## src/rtl/cnn_frame_sequencer_if.sv

```systemverilog
// Stream bundle around the CNN frame sequencer.
// The s_* group carries frame beats into the sequencer and the m_* group
// carries results out of it. The slave modport is the sequencer's view;
// the master modport is the surrounding environment's view.
interface cnn_frame_sequencer_if;
  logic        s_valid;
  logic        s_ready;
  logic [15:0] s_data;
  logic        s_last;

  logic        m_valid;
  logic        m_ready;
  logic [15:0] m_data;
  logic        m_err;

  modport slave (
    input  s_valid, s_data, s_last, m_ready,
    output s_ready, m_valid, m_data, m_err
  );

  modport master (
    output s_valid, s_data, s_last, m_ready,
    input  s_ready, m_valid, m_data, m_err
  );
endinterface

```

## src/rtl/cnn_frame_sequencer.sv

```systemverilog
// CNN frame sequencer.
// Collects one frame (IMG_DIM*IMG_DIM row-major pixel beats followed by one
// label beat), hands it to the CNN top with a one-cycle start pulse, waits
// for completion and returns the CNN result over a valid/ready stream.
// Frames whose s_last lands on the wrong beat are dropped and counted.
// Optional feature macro: CNN_SEQ_TIMEOUT_EN adds a WAIT timeout that
// returns 16'h8000 with m_err set when the CNN top never completes.
//
// state    | meaning
// ---------+-----------------------------------------------------------
// ST_LOAD  | accepting pixel/label beats of a frame
// ST_DRAIN | frame overran its length; discard beats up to s_last
// ST_START | frame complete; cnn_start pulses for this single cycle
// ST_WAIT  | waiting for cnn_done (optionally bounded by a timeout)
// ST_OUT   | result presented on m_*; held until m_ready
module cnn_frame_sequencer #(
  parameter int IMG_DIM        = 4,
  parameter int TIMEOUT_CYCLES = 64
) (
  input  logic                                  clk,
  input  logic                                  rst,
  cnn_frame_sequencer_if.slave                  bus,
  output logic [IMG_DIM-1:0][IMG_DIM-1:0][15:0] image,
  output logic [15:0]                           label,
  output logic                                  cnn_start,
  input  logic                                  cnn_done,
  input  logic [15:0]                           cnn_result,
  output logic [7:0]                            frame_err_cnt
);

  localparam int N     = IMG_DIM * IMG_DIM;
  localparam int IDX_W = $clog2(N + 1);

  typedef enum logic [2:0] {
    ST_LOAD,
    ST_DRAIN,
    ST_START,
    ST_WAIT,
    ST_OUT
  } state_t;

  state_t           state_q, state_d;
  logic [IDX_W-1:0] idx_q, idx_d;
  logic             err_inc;
  logic             load_beat;
  logic             at_label;
  logic             tmo_hit;
  logic [15:0]      m_data_q;

  // The beat index reaching N means the next accepted beat is the label.
  assign at_label  = (idx_q == IDX_W'(N));
  assign load_beat = (state_q == ST_LOAD) && bus.s_valid;

`ifdef CNN_SEQ_TIMEOUT_EN
  localparam int TMO_W = $clog2(TIMEOUT_CYCLES + 1);

  logic [TMO_W-1:0] tmo_cnt_q;
  logic             m_err_q;

  // The last allowed WAIT cycle is the one where the count reads TIMEOUT_CYCLES-1.
  assign tmo_hit   = (state_q == ST_WAIT) && (tmo_cnt_q == TMO_W'(TIMEOUT_CYCLES - 1));
  assign bus.m_err = m_err_q;

  // WAIT-cycle counter: cleared while the start pulse goes out, counts every WAIT cycle.
  always_ff @(posedge clk) begin
    if (rst) begin
      tmo_cnt_q <= '0;
    end else if (state_q == ST_START) begin
      tmo_cnt_q <= '0;
    end else if (state_q == ST_WAIT) begin
      tmo_cnt_q <= tmo_cnt_q + TMO_W'(1);
    end
  end

  // Error flag: cleared by a real result, set by a timeout; cnn_done wins a tie.
  always_ff @(posedge clk) begin
    if (rst) begin
      m_err_q <= 1'b0;
    end else if (state_q == ST_WAIT) begin
      if (cnn_done) begin
        m_err_q <= 1'b0;
      end else if (tmo_hit) begin
        m_err_q <= 1'b1;
      end
    end
  end
`else
  assign tmo_hit   = 1'b0;
  assign bus.m_err = 1'b0;
`endif

  assign bus.m_data = m_data_q;

  // State and beat-index registers.
  always_ff @(posedge clk) begin
    if (rst) begin
      state_q <= ST_LOAD;
      idx_q   <= '0;
    end else begin
      state_q <= state_d;
      idx_q   <= idx_d;
    end
  end

  // Next state, beat index, error strobe and handshake outputs.
  always_comb begin
    state_d       = state_q;
    idx_d         = idx_q;
    err_inc       = 1'b0;
    bus.s_ready   = 1'b0;
    bus.m_valid   = 1'b0;
    cnn_start     = 1'b0;

    case (state_q)
      ST_LOAD: begin
        bus.s_ready = !rst;
        if (bus.s_valid) begin
          if (at_label) begin
            idx_d = '0;
            if (bus.s_last) begin
              state_d = ST_START;
            end else begin
              err_inc = 1'b1;
              state_d = ST_DRAIN;
            end
          end else if (bus.s_last) begin
            idx_d   = '0;
            err_inc = 1'b1;
          end else begin
            idx_d = idx_q + IDX_W'(1);
          end
        end
      end
      ST_DRAIN: begin
        bus.s_ready = !rst;
        if (bus.s_valid && bus.s_last) begin
          state_d = ST_LOAD;
        end
      end
      ST_START: begin
        cnn_start = !rst;
        state_d   = ST_WAIT;
      end
      ST_WAIT: begin
        if (cnn_done || tmo_hit) begin
          state_d = ST_OUT;
        end
      end
      ST_OUT: begin
        bus.m_valid = !rst;
        if (bus.m_ready) begin
          state_d = ST_LOAD;
        end
      end
      default: begin
        state_d = ST_LOAD;
        idx_d   = '0;
      end
    endcase
  end

  // Image/label capture; only LOAD writes them, so they are frozen while the CNN runs.
  always_ff @(posedge clk) begin
    if (rst) begin
      image <= '0;
      label <= '0;
    end else if (load_beat) begin
      if (at_label) begin
        label <= bus.s_data;
      end else begin
        for (int r = 0; r < IMG_DIM; r++) begin
          for (int c = 0; c < IMG_DIM; c++) begin
            if (idx_q == IDX_W'(r * IMG_DIM + c)) begin
              image[r][c] <= bus.s_data;
            end
          end
        end
      end
    end
  end

  // Result capture: CNN output on completion, otherwise the timeout marker.
  always_ff @(posedge clk) begin
    if (rst) begin
      m_data_q <= '0;
    end else if (state_q == ST_WAIT) begin
      if (cnn_done) begin
        m_data_q <= cnn_result;
      end else if (tmo_hit) begin
        m_data_q <= 16'h8000;
      end
    end
  end

  // Malformed-frame counter, saturating at 255.
  always_ff @(posedge clk) begin
    if (rst) begin
      frame_err_cnt <= '0;
    end else if (err_inc && (frame_err_cnt != 8'hFF)) begin
      frame_err_cnt <= frame_err_cnt + 8'd1;
    end
  end

endmodule

```

## src/flat_wrapper.sv

```systemverilog
// flat-port wrapper written by rule: the top's interface ports become plain ports
module cnn_frame_sequencer_flat 
#(
  parameter int IMG_DIM        = 4,
  parameter int TIMEOUT_CYCLES = 64
)
  (clk, rst, image, label, cnn_start, cnn_done, cnn_result, frame_err_cnt, bus_s_valid, bus_s_data, bus_s_last, bus_m_ready, bus_s_ready, bus_m_valid, bus_m_data, bus_m_err);
  cnn_frame_sequencer_if bus_i ();
  input  logic clk;
  input  logic rst;
  output logic [IMG_DIM-1:0][IMG_DIM-1:0][15:0] image;
  output logic [15:0] label;
  output logic cnn_start;
  input  logic cnn_done;
  input  logic [15:0] cnn_result;
  output logic [7:0] frame_err_cnt;
  input wire logic [$bits(bus_i.s_valid)-1:0] bus_s_valid;
  input wire logic [$bits(bus_i.s_data)-1:0] bus_s_data;
  input wire logic [$bits(bus_i.s_last)-1:0] bus_s_last;
  input wire logic [$bits(bus_i.m_ready)-1:0] bus_m_ready;
  output wire logic [$bits(bus_i.s_ready)-1:0] bus_s_ready;
  output wire logic [$bits(bus_i.m_valid)-1:0] bus_m_valid;
  output wire logic [$bits(bus_i.m_data)-1:0] bus_m_data;
  output wire logic [$bits(bus_i.m_err)-1:0] bus_m_err;
  assign bus_i.s_valid = bus_s_valid;
  assign bus_i.s_data = bus_s_data;
  assign bus_i.s_last = bus_s_last;
  assign bus_i.m_ready = bus_m_ready;
  assign bus_s_ready = bus_i.s_ready;
  assign bus_m_valid = bus_i.m_valid;
  assign bus_m_data = bus_i.m_data;
  assign bus_m_err = bus_i.m_err;
  cnn_frame_sequencer #(.IMG_DIM(IMG_DIM), .TIMEOUT_CYCLES(TIMEOUT_CYCLES)) u_core (.clk(clk), .rst(rst), .bus(bus_i), .image(image), .label(label), .cnn_start(cnn_start), .cnn_done(cnn_done), .cnn_result(cnn_result), .frame_err_cnt(frame_err_cnt));
endmodule
```

## config.mk

```make
export PLATFORM = sky130hd
export DESIGN_NAME = cnn_frame_sequencer_flat
export DESIGN_NICKNAME = d
export VERILOG_FILES = /design/src/rtl/cnn_frame_sequencer_if.sv /design/src/rtl/cnn_frame_sequencer.sv /design/src/flat_wrapper.sv
export SDC_FILE = /design/constraint.sdc
export NUM_CORES = 1
export LEC_CHECK = 0
export ABC_AREA = 1
export CAP_MARGIN = 25
export CORE_ASPECT_RATIO = 0.5
export CORE_MARGIN = 1
export CORE_UTILIZATION = 35
export CTS_CLUSTER_SIZE = 25
export DETAILED_ROUTE_END_ITERATION = 8
export MAX_ROUTING_LAYER = met4
export PLACE_DENSITY = 0.69
export SETUP_SLACK_MARGIN = 0.2
export SKIP_LAST_GASP = 1
export SYNTH_ARGS = -nofsm -noshare
export SYNTH_HDL_FRONTEND = slang
export SYNTH_SLANG_ARGS = --single-unit
```

## constraint.sdc

```tcl
create_clock -name clk -period 2.49 [get_ports clk]
set_clock_uncertainty 0.2 [all_clocks]
set_input_delay 0.498 -clock clk [delete_from_list [all_inputs] [get_ports clk]]
set_output_delay 0.498 -clock clk [all_outputs]
set_load 0.03 [all_outputs]
```

; After elaboration in Yosys (flattened, before gate mapping)
; Index checks and enable logic that the tools add are counted.
; W data, S select, Z words.
[classes]
n_bitwise = 2
eq_ne = 26
reduce_logical = 28
mux = 19
n_addsub = 2
[op_table]
columns = operator, n
row1 = $reduce_and A3 Y1, 16
row2 = $eq A5 B4 Y1 const B, 8
row3 = $eq A5 B3 Y1 const B, 4
row4 = $mux W3, 5
row5 = $mux W5, 3
row6 = $pmux W3 S5, 1
row7 = $eq A5 B2 Y1 const B, 2
row8 = $pmux W5 S2, 1
row9 = $add A8 B1 Y8 const B, 1
row10 = $mux W1, 8
row11 = $ne A8 B8 Y1 const B, 1
row12 = $eq A3 B2 Y1 const B, 2
row13 = $ne A2 B2 Y1 const B, 3
row14 = $reduce_and A2 Y1, 3
row15 = $add A5 B1 Y5 const B, 1
row16 = $eq A5 B1 Y1 const B, 1
row17 = $eq A5 B5 Y1 const B, 1
row18 = $logic_not A5 Y1, 1
row19 = $reduce_and A5 Y1, 1
row20 = $ne A2 B1 Y1 const B, 2
row21 = $reduce_or A4 Y1, 1
row22 = $eq A3 B1 Y1 const B, 1
row23 = $eq A3 B3 Y1 const B, 1
row24 = $logic_and A1 B1 Y1, 3
row25 = 5 further kinds, 6
[word_totals]
regBits = 304
elab_cells = 98
in_bits = 38
out_inout_bits = 300

; Depth between registers and ports, before layout
; Gate-level depths: netlist of the first run.
[depth]
word_depth = 5
mapped_depth = 11
mapped_depth_nobuf = 11

; Least setup slack after synthesis of the first run
; No wires, ideal clock.
[synth_timing]
kind = input-to-output
startpoint = input rst
endpoint = output cnn_start
path_slack_ps = 17
t_required_ps = 1792
arrival_ps = 1775
n_path_buf = 2
stages = 3
path_cell_list = clkbuf_1 > clkbuf_1 > nor4_1
[synth_between]
elab_chain_cells = 2
[synth_rtl]
columns = item, line
row1 = "start, declared", flat_wrapper.sv:10  ; input logic rst;
row2 = $logic_not A1 Y1, cnn_frame_sequencer.sv:141  ; cnn_start = !rst;
row3 = $mux W1, cnn_frame_sequencer.sv:114  ; case (state_q)
row4 = "end, declared", flat_wrapper.sv:13  ; output logic cnn_start;
; No other way between the ends.

; Worst setup path after layout of the first run
[layout_timing]
startpoint = register, netlist name u_core.image[3]
endpoint = output image[3] (netlist bit)
[layout_lines]
columns = item, line
row1 = "end, declared", flat_wrapper.sv:11  ; output logic [IMG_DIM-1:0][IMG_DIM-1:0][15:0] image;
; No word-level cell between the ends.

==> key figures, run 1 <==
Die
  – Core outline area: 31700 µm²
  – Die area: between 30000 and 40000 µm²
  – Die Height: 129 µm
  – IO Pins: 338
  – Starting Density: a little over a third
  – Row count: 46
  – Die width: 256 µm

Power
  – Leakage power: 7.80 nW
  – Worst IR Drop VDD: 0.586 mV
  – Pwr Density: roughly 600 nW/µm²

Setup path
  – CP Cell Sequence: clkdlybuf4s50_1
  – RR Startpoint: u_core.frame_err_cnt[1]
  – Crit path max-delay family: buffers and inverters
  – CP arrival: 1.57 ns
  – Req. time, crit path: 1.79 ns
  – Crit. End Element: output pin
  – Worst Setup Start Kind: register
  – Setup slack, reg-to-reg: between 0.4 and 0.5 ns
  – Worst reg2reg path depth: 9
  – Crit path buf inv count: 1
  – FF-to-FF End: u_core.frame_err_cnt[4]
  – Worst path max stage delay: 0.67 ns
  – CP max FO: 2
  – CP max stage cell: clkdlybuf4s50_1
  – Setup Crit Path Kind: register to output pin

Route
  – WL/cell: 19.0 µm
  – Router iterations before antenna repair: 8
  – Post-Route WL: 41.3 mm
  – Post-route antenna net violation count: 0
  – Drt initial violations: 1063
  – Vias per cell: 5.09
  – Residual DRC count: 2
  – Vias: between 10000 and 15000

STA
  – Fin Setup TNS: 0 ns
  – Final Hold Fails: 0
  – Hold slack: around 0.26 ns
  – Final Setup Violations: 0
  – Crit share post-route: 90.9%
  – Post-route minimum period: 2.26 ns
  – Max-slew violations: 0
  – Slew HR: 54.6%
  – RSZ-0062 raised after global routing: no
  – Max frequency: 0.442 GHz
  – Worst-Margin Slew: 0.682 ns

Yosys
  – XOR/XNOR Fraction of Synth Area: 0.232%
  – Main combinational cell family by area after synthesis: simple AND/OR/NAND/NOR gates
  – Synth Register Bits: 304
  – Post-Syn Area: 11300 µm²
  – Syn Nets: around 1400
  – Synth Warn #: 0
  – Synth Area in Compound Gates: 17.2%
  – Distinct cells, synth: 35
  – Syn avg cell area: 8.06 µm²
  – Simple-Gate Fraction of Synth Area: ~22%
  – Multiplexer share of the synthesized area: 0%
  – Sequential fraction of the synthesis area: 53.8%
  – Synth Area in Adders: less than 1%
  – Synth Instances: 1403

CTS
  – CTS Sinks: 304
  – Worst-skew pair later-pin latency: 0.56 ns
  – CTS buffer count: 28
  – Worst-path clk slew: 0.07 ns
  – CTS root buffer: clkbuf_16
  – CTS H-tree lvls: 1
  – CTS tree: yes
  – Clock Path Buffers: 3
  – Postcts setup bufs: 0

Place
  – Buffers on Ports: 336
  – Detail Placement HPWL: 27.8 mm
  – Placer Congestion: approximately 0.85

GRT
  – GRT Total Usage: 24.6%
  – First-pass GRT wire length: 61.2 mm
  – Vias in the first global route: just under 10000
  – Largest net degree at the start of global routing: 145
  – Initial antenna violation count: 0
  – Gr ovfl total: 0

Status
  – Failing checks: DRC
  – Outcome: finished with violations

Finish
  – Nets: 1759
  – Layout Utilization: 50.6%
  – Ant. Diodes: 0
  – Share of layout cells above drive strength 1: 8.02%
  – Area grow syn2layout: 42.0%
  – Filler cells: slightly above 3000

Job
  – Max Cap Violations: 0

Min path
  – Worst Hold Class: register to register
  – Hold path endpoint: u_core.image[233]
  – Worst hold path stage count: 2
  – Hold wc startpoint: u_core.image[233]
## routing by layer
| metal | track usage [%] | share of wire (%) | vias up |
|---|---|---|---|
| met5 | - | 0 | - |
| met4 | 9.51 | 4.1 | 0 |
| met3 | 3.97 | 6.2 | 94 |
| met2 | 38.6 | 46 | 376 |
| met1 | 32.1 | 44 | 5226 |
| li1 | - | - | 5328 |
## worst max-delay path by stage
stage / to / startpoint / depth (start not counted)
final: image[3] / u_core.image[3] / 1
after global routing: image[45] / u_core.image[45] / 1
after CTS: bus_m_valid / u_core.state_q[2] / 3
after detailed placement: u_core.image[64] / bus_s_valid / 7
after global placement: u_core.image[94] / bus_s_valid / 7
after floorplan: bus_m_valid / rst / 3
## state kept, by name (all words and copies together) (netlist names)
register              count
u_core.frame_err_cnt      8
u_core.image            256
u_core.bus.m_data        16
u_core.idx_q              5
u_core.label             16
u_core.state_q            3
## metrics by stage
stage | setup slack (ns) | cells | total power [mW] | cell area (µm²)
6_report | 0.227 | 2166 | 9.89 | 16100
3_3_place_gp | 0.132 | 2116 | 5.72 | 15300
4_1_cts | 0.0921 | 2166 | 9.93 | 15900
2_1_floorplan | 0.209 | 1403 | 5.38 | 11300
5_1_grt | 0.200 | 2166 | 10.2 | 16100
3_5_place_dp | 0.0815 | 2116 | 5.71 | 15300
## cells in the final DEF, fill, tap and decap left out, types with 8 or more instances in the layout
| cell type | Yosys | final |
|---|---|---|
| buf_12 | 0 | 10 |
| dfxtp_1 | 304 | 303 |
| a21oi_1 | 249 | 249 |
| buf_4 | 7 | 46 |
| nand2_1 | 218 | 218 |
| clkdlybuf4s50_1 | 0 | 60 |
| nor2_1 | 125 | 121 |
| clkbuf_1 | 62 | 8 |
| dlygate4sd2_1 | 0 | 202 |
| clkbuf_16 | 0 | 29 |
| inv_1 | 37 | 37 |
| nand3_1 | 173 | 173 |
| o21ai_0 | 129 | 129 |
| dlymetal6s2s_1 | 0 | 70 |
| nand2_2 | 8 | 8 |
## cells in the mapped netlist (all sizes together)
master  number  share of area, %
xor2         3              0.23
nor2       132               4.9
nor3         8              0.95
nor4         2              0.24
o21bai       1             0.066
o21ai      134               5.9
a21oi      249                11
o211ai       2              0.13
clkbuf      63               2.1
nand3      175               7.9
conb         1             0.033
dfxtp      304                54
nand3b       2              0.13
buf         47               2.4
nand2      228               7.9
ha           6              0.66
nand4        1             0.055
clkinv       1             0.033
inv         44               1.5
## layout make-up
class | instances | area (µm²) | share of cell area [%]
Clock buffer | 42 | 825 | 5.13
Clock inverter | 7 | 66.3 | 0.413
Inverter | 45 | 173 | 1.08
Multi-Input combinational cell | 944 | 4550 | 28.3
Sequential cell | 304 | 6090 | 37.9
Tap cell | 432 | 541 | 3.37
Timing Repair Buffer | 392 | 3820 | 23.8
## power by group
| part | switching [mW] | internal (mW) | leakage (nW) | total (mW) |
|---|---|---|---|---|
| combinational | 0.461 | 0.208 | 4.91 | 0.670 |
| clock | 1.90 | 2.38 | 0.437 | 4.29 |
| sequential | 0.0261 | 4.91 | 2.45 | 4.93 |
## cells by family (layout without fill, tap and decap cells)
logic type                 Yosys count  after routing
adders and majority gates            6              6
buffers and inverters              155            486
xor gates and xnor gates             3              3
other                                1              1
and+or+nand+nor                    548            548
AOI/OAI and AO/OA                  386            386
DFF                                304            304
## repair_timing
action                                  4_1_cts  5_1_grt
hold endpoints to repair                      2        0
cloned                                        0        0
resized for setup                           218       73
hold buffers                                  1        0
endpoints found under the setup margin      205       71
Power figures use the tool's default switching activity.
==> run 2, diff against run 1 <==
CTS_CLUSTER_DIAMETER = 40   (was not set)
SKIP_LAST_GASP = not set   (was 1)
==> run 2 against run 1 <==
The flow still finishes with violations (DRC). Power is 2.7% higher. First-iteration DRC count grew 7.1%. Sequential share of layout area about the same. Hold slack improved by 0.00065 ns. Combinational power fell by 1%. Non-clock buffer count stayed put. Setup slack worse by 0.0038 ns. Utilization about the same. Critical path type unchanged. Critical endpoint is now image[243]. Largest cell class unchanged.
==> key figures, run 2 (synthesized netlist as in run 1, its figures left out) <==
Route
  – Vias per cell: 5.06
  – Drt initial violations: 1138
  – Post-route antenna net violation count: 0
  – Router iterations before antenna repair: 7
  – WL/cell: ~19 µm
  – Post-Route WL: 41.0 mm
  – Vias: approximately 11000
  – Residual DRC count: 2

GRT
  – Vias in the first global route: 9991
  – First-pass GRT wire length: 61.0 mm
  – Initial antenna violation count: 0
  – Largest net degree at the start of global routing: 145
  – Gr ovfl total: 0
  – GRT Total Usage: 24.5%

Setup path
  – Worst Setup Start Kind: register
  – CP max stage cell: clkdlybuf4s50_1
  – Worst path max stage delay: 0.67 ns
  – CP Cell Sequence: clkdlybuf4s50_1
  – Crit path max-delay family: buffers and inverters
  – Crit. End Element: output pin
  – Crit path depth: 1
  – Req. time, crit path: 1.79 ns
  – Setup Crit Path Kind: register to output pin
  – CP max FO: 2
  – CP arrival: 1.57 ns
  – Crit path buf inv count: 1
  – Worst reg2reg path depth: 8

STA
  – Post-route minimum period: between 2 and 2.5 ns
  – Max-slew violations: 0
  – Final Hold Fails: 0
  – Max frequency: roughly 0.44 GHz
  – RSZ-0062 raised after global routing: no
  – Final Setup Violations: 0
  – Crit share post-route: 91.0%
  – Hold slack: 0.258 ns
  – Fin Setup TNS: 0 ns
  – Slew HR: 56.8%
  – Worst-Margin Slew: between 0.6 and 0.7 ns

Power
  – Seq pwr share: roughly half
  – Comb pwr share: ~6.5%
  – Pwr Density: ~630 nW/µm²
  – NetSw: ~2.7 mW
  – Worst IR Drop VDD: about 0.57 mV
  – Int Power: 7.48 mW
  – Sw frac: 26.3%
  – Total Power: between 10 and 15 mW
  – Leakage power: roughly 7.5 nW
  – Clk pwr share: 44.9%

CTS
  – CTS Sinks: about 300
  – Clock Path Buffers: 3
  – CTS root buffer: clkbuf_16
  – CTS buffer count: 29
  – CTS tree: yes
  – CTS H-tree lvls: 1
  – Worst-path clk slew: around 0.08 ns
  – Worst-skew pair later-pin latency: 0.58 ns

Status
  – Failing checks: DRC
  – Outcome: finished with violations

Min path
  – Worst Hold Class: register to register
  – Worst hold path stage count: 2

Finish
  – Share of layout cells above drive strength 1: between 8 and 9%
  – Ant. Diodes: 0
  – Max reg flops: about 260
  – Leading cell types in the layout, fill and taps excluded: dfxtp_1 (303), a21oi_1 (249), dlygate4sd2_1 (235), nand2_1 (217), nand3_1 (173)
  – Area grow syn2layout: 42.0%
  – Most common cell after layout, fill and taps aside: dfxtp_1
  – Nets: 1760
  – Top reg by flops: u_core.image

Die
  – Die width: around 260 µm
  – Die Height: between 100 and 150 µm
  – Starting Density: a little over a third
  – Die area: 33100 µm²
  – IO Pins: about 340
  – Core outline area: 31700 µm²
  – Row count: between 40 and 50

Job
  – Max Cap Violations: 0

Place
  – Placer Congestion: 0.851
  – Buffers on Ports: 336
  – Detail Placement HPWL: 27.8 mm
## run 2: changes by cell type in the layout (fill, tap and decap cells not counted), moves of 4 or more
cell             delta
clkbuf_8            -5
clkdlybuf4s50_1     -8
clkinv_4            +4
clkinv_8            +5
dlygate4sd2_1      +33
dlymetal6s2s_1     -25
## run 2: cell type report
cell class              count  area (µm²)
flip-flops and latches    304        6090
clock inverters            19         236
well taps                 432         541
repair buffers            392        3710
clock buffers              35         748
multi-input cells         944        4560
inverters                  45         173
fillers                  3057       15700
## run 2: worst paths after layout
check / startpoint / end / slack [ns]
worst max-delay path: u_core.image[243] / image[243] / 0.22
worst max register to register: u_core.idx_q[3] / u_core.image[246] / 0.46
worst min register to register: u_core.image[125] / u_core.image[125] / 0.26
worst min-delay path: u_core.image[125] / u_core.image[125] / 0.26
## run 2: timing repair
action                                 in CTS  in global routing
buffers inserted                            0                  0
setup endpoints to repair                 238                 47
resized for setup                         251                 49
endpoints found under the hold margin       2                  0
hold buffers                                1                  0
## run 2: metrics by stage
step | instance area (µm²) | worst slack (ns) | util (%) | cells
final | 16100 | 0.223 | 50.6 | 2171
after global routing | 16100 | 0.201 | 50.6 | 2171
after CTS | 15900 | 0.0804 | 50.3 | 2171
after detailed placement | 15300 | 0.0815 | 48.1 | 2116
after global placement | 15300 | 0.132 | 48.1 | 2116
after floorplan | 11300 | 0.209 | - | 1403
## run 2: routing by layer
metal	track usage, %	routed length, µm
met1	31.6	17800
met5	-	0
met3	3.89	2630
met2	38.4	18900
met4	10.3	1700
## run 2: worst reg2reg max path: cells and delay by family, from the launching register on
family                     cells  cell delay, ns
AOI/OAI and AO/OA              2            0.24
adders and majority gates      1            0.16
buffers and inverters          1            0.20
DFF                            1            0.65
and+or+nand+nor                4            0.50
## run 2: power groups by stage
stage,clock [mW],sequential (mW),combinational [mW]
finish,4.56,4.93,0.662
global route,4.81,4.93,0.698
CTS,4.61,4.93,0.657
detailed placement,0,5.04,0.671
global placement,0,5.04,0.673
floorplan,0,5.13,0.252
